**src/rtl/lcd_write_engine.sv**
```systemverilog
// HD44780 byte writer: queues {RS,byte} words (WR_READY low when FIFO full), then drives DB/RS/E setup/pulse/hold/wait.
// Word accepted at edge 0 is on LCD_DB after edge 1. Optional LCD_LONG_CMD_DETECT_EN: LONG_WAIT after clear/home.
module lcd_write_engine #(
    parameter int unsigned FIFO_DEPTH_LOG2 = 2,
    parameter logic [31:0] SETUP_CYCLES    = 32'd2,
    parameter logic [31:0] E_PULSE_CYCLES  = 32'd12,
    parameter logic [31:0] HOLD_CYCLES     = 32'd1,
    parameter logic [31:0] EXEC_WAIT       = 32'd2000,
    parameter logic [31:0] LONG_WAIT       = 32'd82000
) (
    input  logic                     CLK_50MHZ,
    input  logic                     RST_N,
    input  logic                     WR_VALID,
    output logic                     WR_READY,
    input  logic                     WR_RS,
    input  logic [7:0]               WR_DATA,
    output logic [7:0]               LCD_DB,
    output logic                     LCD_E,
    output logic                     LCD_RS,
    output logic                     LCD_RW,
    output logic                     BUSY,
    output logic [FIFO_DEPTH_LOG2:0] FIFO_COUNT
);
    localparam int unsigned DEPTH = 1 << FIFO_DEPTH_LOG2;
    localparam logic [FIFO_DEPTH_LOG2:0] DEPTH_CNT = (FIFO_DEPTH_LOG2 + 1)'(DEPTH);

    // Counter reload values: a phase of N cycles loads N-1; zero is treated as one.
    localparam logic [31:0] SETUP_LD = (SETUP_CYCLES   == 32'd0) ? 32'd0 : SETUP_CYCLES   - 32'd1;
    localparam logic [31:0] PULSE_LD = (E_PULSE_CYCLES == 32'd0) ? 32'd0 : E_PULSE_CYCLES - 32'd1;
    localparam logic [31:0] HOLD_LD  = (HOLD_CYCLES    == 32'd0) ? 32'd0 : HOLD_CYCLES    - 32'd1;
    localparam logic [31:0] EXEC_LD  = (EXEC_WAIT      == 32'd0) ? 32'd0 : EXEC_WAIT      - 32'd1;
    localparam logic [31:0] LONG_LD  = (LONG_WAIT      == 32'd0) ? 32'd0 : LONG_WAIT      - 32'd1;

    typedef enum logic [2:0] {
        ST_IDLE,
        ST_SETUP,
        ST_PULSE,
        ST_HOLD,
        ST_WAIT
    } state_t;

    state_t                     state, state_next;
    logic [31:0]                cnt, cnt_next;
    logic                       e_next;
    logic                       busy_next;
    logic                       long_sel;
    logic                       head_long;
    logic                       push, pop;
    logic [8:0]                 mem [DEPTH];
    logic [8:0]                 head;
    logic [FIFO_DEPTH_LOG2-1:0] wr_ptr, rd_ptr;
    logic [FIFO_DEPTH_LOG2:0]   count, count_next;

    assign WR_READY   = (count < DEPTH_CNT);
    assign push       = WR_VALID & WR_READY;
    assign head       = mem[rd_ptr];
    assign FIFO_COUNT = count;
    assign LCD_RW     = 1'b0;

`ifdef LCD_LONG_CMD_DETECT_EN
    assign head_long = ~head[8] && ((head[7:0] == 8'h01) || (head[7:0] == 8'h02) || (head[7:0] == 8'h03));
`else
    assign head_long = 1'b0;
`endif

    always_ff @(posedge CLK_50MHZ) begin
        if (push) begin
            mem[wr_ptr] <= {WR_RS, WR_DATA};
        end
    end

    always_comb begin
        count_next = count;
        case ({push, pop})
            2'b10:   count_next = count + 1'b1;
            2'b01:   count_next = count - 1'b1;
            default: count_next = count;
        endcase
    end

    always_ff @(posedge CLK_50MHZ or negedge RST_N) begin
        if (!RST_N) begin
            wr_ptr <= '0;
            rd_ptr <= '0;
            count  <= '0;
        end else begin
            count <= count_next;
            if (push) begin
                wr_ptr <= wr_ptr + 1'b1;
            end
            if (pop) begin
                rd_ptr <= rd_ptr + 1'b1;
            end
        end
    end

    // Each phase loads its length minus one and advances when the counter hits zero.
    always_comb begin
        state_next = state;
        cnt_next   = cnt;
        e_next     = LCD_E;
        pop        = 1'b0;
        case (state)
            ST_IDLE: begin
                if (count != '0) begin
                    pop        = 1'b1;
                    state_next = ST_SETUP;
                    cnt_next   = SETUP_LD;
                end
            end
            ST_SETUP: begin
                if (cnt == 32'd0) begin
                    e_next     = 1'b1;
                    state_next = ST_PULSE;
                    cnt_next   = PULSE_LD;
                end else begin
                    cnt_next = cnt - 32'd1;
                end
            end
            ST_PULSE: begin
                if (cnt == 32'd0) begin
                    e_next     = 1'b0;
                    state_next = ST_HOLD;
                    cnt_next   = HOLD_LD;
                end else begin
                    cnt_next = cnt - 32'd1;
                end
            end
            ST_HOLD: begin
                if (cnt == 32'd0) begin
                    state_next = ST_WAIT;
                    cnt_next   = long_sel ? LONG_LD : EXEC_LD;
                end else begin
                    cnt_next = cnt - 32'd1;
                end
            end
            ST_WAIT: begin
                if (cnt == 32'd0) begin
                    state_next = ST_IDLE;
                end else begin
                    cnt_next = cnt - 32'd1;
                end
            end
            default: begin
                state_next = ST_IDLE;
                e_next     = 1'b0;
            end
        endcase
        busy_next = (state_next != ST_IDLE) || (count_next != '0);
    end

    always_ff @(posedge CLK_50MHZ or negedge RST_N) begin
        if (!RST_N) begin
            state    <= ST_IDLE;
            cnt      <= '0;
            LCD_E    <= 1'b0;
            LCD_DB   <= '0;
            LCD_RS   <= 1'b0;
            long_sel <= 1'b0;
            BUSY     <= 1'b0;
        end else begin
            state <= state_next;
            cnt   <= cnt_next;
            LCD_E <= e_next;
            BUSY  <= busy_next;
            if (pop) begin
                LCD_DB   <= head[7:0];
                LCD_RS   <= head[8];
                long_sel <= head_long;
            end
        end
    end

endmodule

```
**config.mk**
```make
export PLATFORM = sky130hd
export DESIGN_NAME = lcd_write_engine
export DESIGN_NICKNAME = d
export VERILOG_FILES = /design/src/rtl/lcd_write_engine.sv
export SDC_FILE = /design/constraint.sdc
export NUM_CORES = 1
export LEC_CHECK = 0
export CAP_MARGIN = 10
export CORE_ASPECT_RATIO = 0.5
export CORE_MARGIN = 10
export CORE_UTILIZATION = 34
export CTS_BUF_LIST = sky130_fd_sc_hd__clkbuf_2
export CTS_CLUSTER_DIAMETER = 120
export DETAILED_ROUTE_END_ITERATION = 12
export PLACE_DENSITY = 0.54
export RECOVER_POWER = 50
export REMOVE_ABC_BUFFERS = 1
export SYNTH_ARGS = -nofsm -noshare
export SYNTH_HDL_FRONTEND = slang
export SYNTH_SLANG_ARGS = --single-unit
```
**constraint.sdc**
```tcl
create_clock -name CLK_50MHZ -period 7.2 [get_ports CLK_50MHZ]
set_clock_uncertainty 0.2 [all_clocks]
set_input_delay 1.8 -clock CLK_50MHZ [delete_from_list [all_inputs] [get_ports CLK_50MHZ]]
set_output_delay 1.8 -clock CLK_50MHZ [all_outputs]
set_load 0.01 [all_outputs]
```
==> metrics.md, run 1 <==
| Metric | Value |
|---|---|
| Std cell rows | `28` |
| Final number of max-transition violations | `54` |
| Post-synth ARST share | `0.596` |
| Final setup violating endpoints | `0` |
| Global-route wire length before repair | `14400 um` |
| Clk sinks | `89` |
| Synth Flop Type | `dfrtp_1` |
| Post-Syn Area per Cell | `11.2 um^2` |
| Critical Path RT | `7.12 ns` |
| Hold Buf Count CTS | `0` |
| Crit path kind | `in -> async` |
| IO Pins | `28` |
| Vias after detailed routing | `2752` |
| Worst Hold Class | `reg -> reg` |
| Setup repair bufs after CTS | `0` |
| FMAX | `250 MHz` |
| Latest clock arrival within the worst-skew pair | `0.57 ns` |
| CP Max Fanout | `53` |
| DR WL/cell | `14.9 um` |
| Diodes inserted | `0` |
| Worst r2r src | `state[2]$_DFF_PN0_` |
| Post-synthesis register bit count | `89` |
| Routability cong. | `0.749` |
| Actual slew at the worst max-slew pin | `2.87 ns` |
| Ratio of cells with drive above 1 in the final layout | `0.0825` |
| Lkg Pwr | `0.00188 uW` |
| Syn Std Cell Area | `0.00425 mm^2` |
| Crit path capture type | `asynchronous set/reset pin` |
| Final ANT Viol Nets | `0` |
| WL met1 | `4010 um` |
| DIE WIDTH | `178 um` |
| Syn Inst Count | `379` |
| R2R depth | `9` |
| Initial core utilization | `0.354` |
| RR Endpoint | `BUSY$_DFF_PN0_` |
| Clk buf depth | `2` |
| Crit path depth | `2` |
| WL final | `8420 um` |
| Violated checks | `capacitance limit, slew limit` |
| Grt total ovfl | `0` |
| CP max stage delay | `2.02 ns` |
| # port buffers | `26` |
| Placed cells | `549` |
| EDFF count, synth | `36` |
| GRT Total Usage | `0.102` |
| Synth unique cells | `55` |
| Wire length on met2 | `4020 um` |
| Setup TNS Final | `0 ns` |
| CTS tree | `yes` |
| Fin area | `0.00476 mm^2` |
| # Max-Cap Violations | `1` |
| WP data arrival | `3.92 ns` |
| Largest net degree at the start of global routing | `54` |
| Fillers | `1179` |
| Core Box Area | `0.0120 mm^2` |
| Die area | `0.0177 mm^2` |
| Post-detail-place hpwl | `5680 um` |
| Status | `complete, but fails checks` |
| Met3 WL post-DR | `283 um` |
| Worst path bufs/invs | `2` |
| Pwr dens | `373 mW/mm^2` |
| # DRC | `0` |
| Top Family by Delay on Critical Path | `buffers and inverters` |
| Final net count | `415` |
| Via density | `4.87` |
| Sequential fraction of the synthesis area | `0.566` |
| H-tree depth | `3` |
| Finished Layout Cells | `565` |
| CP Launch Type | `primary input` |
| CP endpoint | `cnt[10]$_DFFE_PN0P_` |
| Max rail drop VDD | `0.123 mV` |
| Drt first pass iters | `4` |
| R2R setup slack | `3.46 ns` |
| Worst slew margin | `-0.911` |
| Vias in the first global route | `2880` |
| Initial antenna violation count | `0` |
| Final min period | `4.00 ns` |
| Most frequent cells in the layout | `53 x dfrtp_1, 48 x nand2_1, 40 x nor2_1` |
| Hold_ws | `0.314 ns` |
| Final hold violation count | `0` |
| Yosys warns | `0` |
| Worst-path cell chain | `buf_2 > clkbuf_1` |
| Synth-to-Final Area Change | `12.0%` |
| PostCTS Resize Cnt | `0` |
| CP max-delay cell | `clkbuf_1` |
| Crit path launch | `RST_N` |
| Commonest non-fill, non-tap cell in the layout | `dfrtp_1` |
| Clk slew on worst S/H paths | `0.24 ns` |
| Post-DP Area | `0.00462 mm^2` |
| DRT iter0 DRCs | `146` |
| Die Ht | `99.1 um` |
| RSZ-0062 raised after global routing | `no` |
| Root buf cell | `clkbuf_2` |
| Top sig layer | `met4` |
| CTS Buf Count | `9` |
| Tcrit/Tclk final | `0.556` |
cell usage after synthesis (2+ instances only):
cell / n / area share
a21oi_1: 11 / 0.013
a22oi_1: 2 / 0.0035
a31oi_1: 3 / 0.0044
and2_1: 5 / 0.0074
and3_1: 2 / 0.0029
buf_1: 2 / 0.0018
buf_4: 3 / 0.0053
clkbuf_1: 15 / 0.013
dfrtp_1: 53 / 0.31
edfxtp_1: 36 / 0.25
ha_1: 7 / 0.021
inv_1: 15 / 0.013
mux4_2: 9 / 0.048
nand2_1: 48 / 0.042
nand3_1: 12 / 0.014
nand3b_1: 2 / 0.0035
nor2_1: 40 / 0.035
nor2b_1: 2 / 0.0029
nor3_1: 10 / 0.012
nor4_1: 12 / 0.018
nor4b_1: 2 / 0.0041
o211ai_1: 4 / 0.0071
o21ai_0: 10 / 0.012
o21ai_1: 7 / 0.0082
o31ai_1: 2 / 0.0035
o41ai_1: 2 / 0.0041
or3_1: 6 / 0.0088
or4_1: 7 / 0.012
xnor2_1: 22 / 0.045
xor2_1: 3 / 0.0062
metal layers:
| layer | up-vias | GRT usage |
|---|---|---|
| met2 | 36 | 0.165 |
| met4 | 0 | 0.0360 |
| met5 | - | 0 |
| met1 | 1322 | 0.128 |
| li1 | 1384 | - |
| met3 | 10 | 0.0291 |
layout make-up:
| class | instances | area, um^2 | area share |
|---|---|---|---|
| clock buffers | 10 | 50.0 | 0.0105 |
| clock inverters | 6 | 96.3 | 0.0202 |
| inverters | 15 | 56.3 | 0.0118 |
| multi-input cells | 253 | 1690 | 0.354 |
| flip-flops and latches | 89 | 2410 | 0.505 |
| well taps | 165 | 206 | 0.0433 |
| repair buffers | 27 | 259 | 0.0544 |
worst min path at each step:
| stage | startpoint | endpoint | slack (ns) | cells past startpoint |
|---|---|---|---|---|
| after detailed placement | LCD_DB[2]$_DFFE_PN0P_ | LCD_DB[2]$_DFFE_PN0P_ | 0.27 | 2 |
| after CTS | cnt[24]$_DFFE_PN0P_ | cnt[24]$_DFFE_PN0P_ | 0.32 | 1 |
| after global placement | LCD_DB[2]$_DFFE_PN0P_ | LCD_DB[2]$_DFFE_PN0P_ | 0.26 | 2 |
| final | LCD_DB[0]$_DFFE_PN0P_ | LCD_DB[0]$_DFFE_PN0P_ | 0.31 | 2 |
| after floorplan | cnt[24]$_DFFE_PN0P_ | cnt[24]$_DFFE_PN0P_ | 0.27 | 1 |
| after global routing | LCD_DB[6]$_DFFE_PN0P_ | LCD_DB[6]$_DFFE_PN0P_ | 0.35 | 2 |
where the power goes:
| part | switching, uW | internal (uW) | leakage, uW |
|---|---|---|---|
| Clock | 182 | 121 | 0.0000851 |
| Combinational | 340 | 318 | 0.000797 |
| Sequential | 141 | 675 | 0.00100 |
| Total | 664 | 1110 | 0.00188 |
per-stage QoR:
step	utilization	power [uW]	setup WS [ns]
2_1_floorplan	-	1260	3.47
3_3_place_gp	0.385	1490	2.85
3_5_place_dp	0.385	1500	2.80
4_1_cts	0.397	1810	3.44
5_1_grt	0.396	1930	2.63
6_report	0.396	1780	3.20
state kept, by name, indices dropped and copies added, names as in the netlist:
name / flops
mem: 36
cnt: 32
rd_ptr: 2
wr_ptr: 2
LCD_DB: 8
LCD_E: 1
state: 3
BUSY: 1
LCD_RS: 1
FIFO_COUNT: 3
cells by family after synthesis:
kind of cell / Yosys count / synth area share
AOI/OAI and AO/OA: 51 / 0.0824
adders and majority gates: 9 / 0.0276
DFF: 89 / 0.566
xor gates and xnor gates: 25 / 0.0515
muxes: 10 / 0.0500
and+or+nand+nor: 157 / 0.184
other: 1 / 0.000882
buffers and inverters: 37 / 0.0374
Note: power is estimated with default switching activity, not from simulation.
==> inputs of run 2 (changes only) <==
Settings changed: PLACE_DENSITY 0.54 to 0.56.
Clock period 7.2 ns to 3.5 ns, I/O delays scaled along.
==> run 2 against run 1 <==
Against the previous run: critical path depth is 4 higher; register-to-register slack worse by 3.1 ns; largest power group unchanged; total power is 100% higher; worst hold slack worse by 0.0042 ns; non-clock buffer count is 14 higher; cell area is 1.6% higher; the flow now finishes without violations.
==> metrics.md, run 2 (synthesized netlist as in run 1, its figures left out) <==
| Metric | Value |
|---|---|
| IO Pins | `28` |
| # Max-Cap Violations | `0` |
| Drt first pass iters | `4` |
| Core Box Area | `0.0120 mm^2` |
| DIE WIDTH | `178 um` |
| Vias in the first global route | `2945` |
| Final setup violating endpoints | `0` |
| Die area | `0.0177 mm^2` |
| Reg with most FFs | `mem` |
| Final Util | `0.403` |
| Routability cong. | `0.841` |
| Status | `complete, no violations` |
| Max rail drop VDD | `0.270 mV` |
| Grt total ovfl | `0` |
| Worst Hold Class | `reg -> reg` |
| CP Launch Type | `flip-flop` |
| Clk slew on worst S/H paths | `0.24 ns` |
| Initial core utilization | `0.354` |
| Root buf cell | `clkbuf_2` |
| Critical Path RT | `3.76 ns` |
| Max reg flops | `36` |
| Lkg Pwr | `0.00193 uW` |
| Final hold violation count | `0` |
| Synth-to-Final Area Change | `13.7%` |
| Global-route wire length before repair | `14300 um` |
| Vias after detailed routing | `2850` |
| Commonest non-fill, non-tap cell in the layout | `dfrtp_1` |
| Crit path kind | `reg -> reg` |
| CTS tree | `yes` |
| Clk sinks | `89` |
| Initial antenna violation count | `0` |
| FMAX | `316 MHz` |
| Final net count | `429` |
| H-tree depth | `3` |
| Die Ht | `99.1 um` |
| Placed cells | `563` |
| Setup TNS Final | `0 ns` |
| Largest net degree at the start of global routing | `29` |
| Via density | `4.93` |
| Crit path capture type | `flip-flop` |
| Finished Layout Cells | `578` |
| DR WL/cell | `14.6 um` |
| Final number of max-transition violations | `0` |
| Pwr dens | `742 mW/mm^2` |
| Final min period | `3.17 ns` |
| Design Power | `3590 uW` |
| Ratio of cells with drive above 1 in the final layout | `0.102` |
| Final ANT Viol Nets | `0` |
| Tcrit/Tclk final | `0.906` |
| Diodes inserted | `0` |
| GRT Total Usage | `0.0999` |
| Largest registers | `mem x36, cnt x32, LCD_DB x8` |
| CP Max Fanout | `11` |
| Std cell rows | `28` |
| Post-detail-place hpwl | `5860 um` |
| CTS Buf Count | `9` |
| # DRC | `0` |
| Worst slew margin | `0.0240` |
| RSZ-0062 raised after global routing | `no` |
| Latest clock arrival within the worst-skew pair | `0.56 ns` |
| Clk buf depth | `2` |
| Most frequent cells in the layout | `53 x dfrtp_1, 48 x nand2_1, 40 x nor2_1` |
| WP data arrival | `3.43 ns` |
| WL final | `8410 um` |
| Hold Buf Count CTS | `0` |
| PostCTS Resize Cnt | `0` |
| Actual slew at the worst max-slew pin | `1.46 ns` |
| # port buffers | `26` |
| Setup repair bufs after CTS | `0` |
| DRT iter0 DRCs | `164` |
-- run 2: changes by cell type in the layout (fill, tap and decap cells not counted), sizes merged --
cell | previous run | this run
buf | 1 | 12
clkinv | 0 | 3
clkbuf | 11 | 13
inv | 18 | 16
bufinv | 2 | 1
clkdlybuf4s50 | 16 | 15
dlygate4sd3 | 9 | 10
-- run 2: worst max-delay path: stages, from the launching register on --
cell and delay (ns):
dfrtp_1 0.47, or4_4 0.57, nand4bb_4 0.28, or4_1 0.79
nand2_2 0.22, nand2_1 0.14, or4_1 0.41
-- run 2: layout make-up --
type	instances	area, um^2
Fill cell	1175	7180
Sequential cell	89	2410
Multi-Input combinational cell	253	1690
Timing Repair Buffer	41	368
Tap cell	165	206
Clock inverter	6	67.6
Inverter	15	56.3
Clock buffer	9	45.0
-- run 2: layer usage --
metal	GRT usage	share of wire	up-vias
met3	0.0272	0.027	10
met4	0.0347	0.014	0
li1	-	-	1413
met5	0	0	-
met2	0.162	0.48	24
met1	0.127	0.48	1403
-- run 2: worst paths after layout --
check | slack (ns) | endpoint | from | cells after the start
min in group asynchronous | 0.40 | LCD_DB[3]$_DFFE_PN0P_ | RST_N | 1
hold reg to reg | 0.31 | LCD_DB[0]$_DFFE_PN0P_ | LCD_DB[0]$_DFFE_PN0P_ | 2
setup reg to reg | 0.33 | BUSY$_DFF_PN0_ | cnt[12]$_DFFE_PN0P_ | 6
hold / removal | 0.31 | LCD_DB[0]$_DFFE_PN0P_ | LCD_DB[0]$_DFFE_PN0P_ | 2
max in group asynchronous | 0.75 | cnt[26]$_DFFE_PN0P_ | RST_N | 2
setup / recovery | 0.33 | BUSY$_DFF_PN0_ | cnt[12]$_DFFE_PN0P_ | 6
-- run 2: power by group --
group / internal, uW / total, uW / leakage, uW / switching (uW)
Sequential: 1390 / 1660 / 0.00100 / 275
Combinational: 692 / 1410 / 0.000861 / 718
Clock: 164 / 518 / 0.0000660 / 355
Total: 2240 / 3590 / 0.00193 / 1350
-- run 2: per-stage QoR --
stage	cell area (um^2)	hold slack, ns	setup WS, ns
finish	4840	0.310	0.331
CTS	4860	0.0876	0.312
global route	4840	0.354	0.166
floorplan	4150	0.268	0.201
global placement	4750	0.260	0.312
detailed placement	4750	0.267	0.290
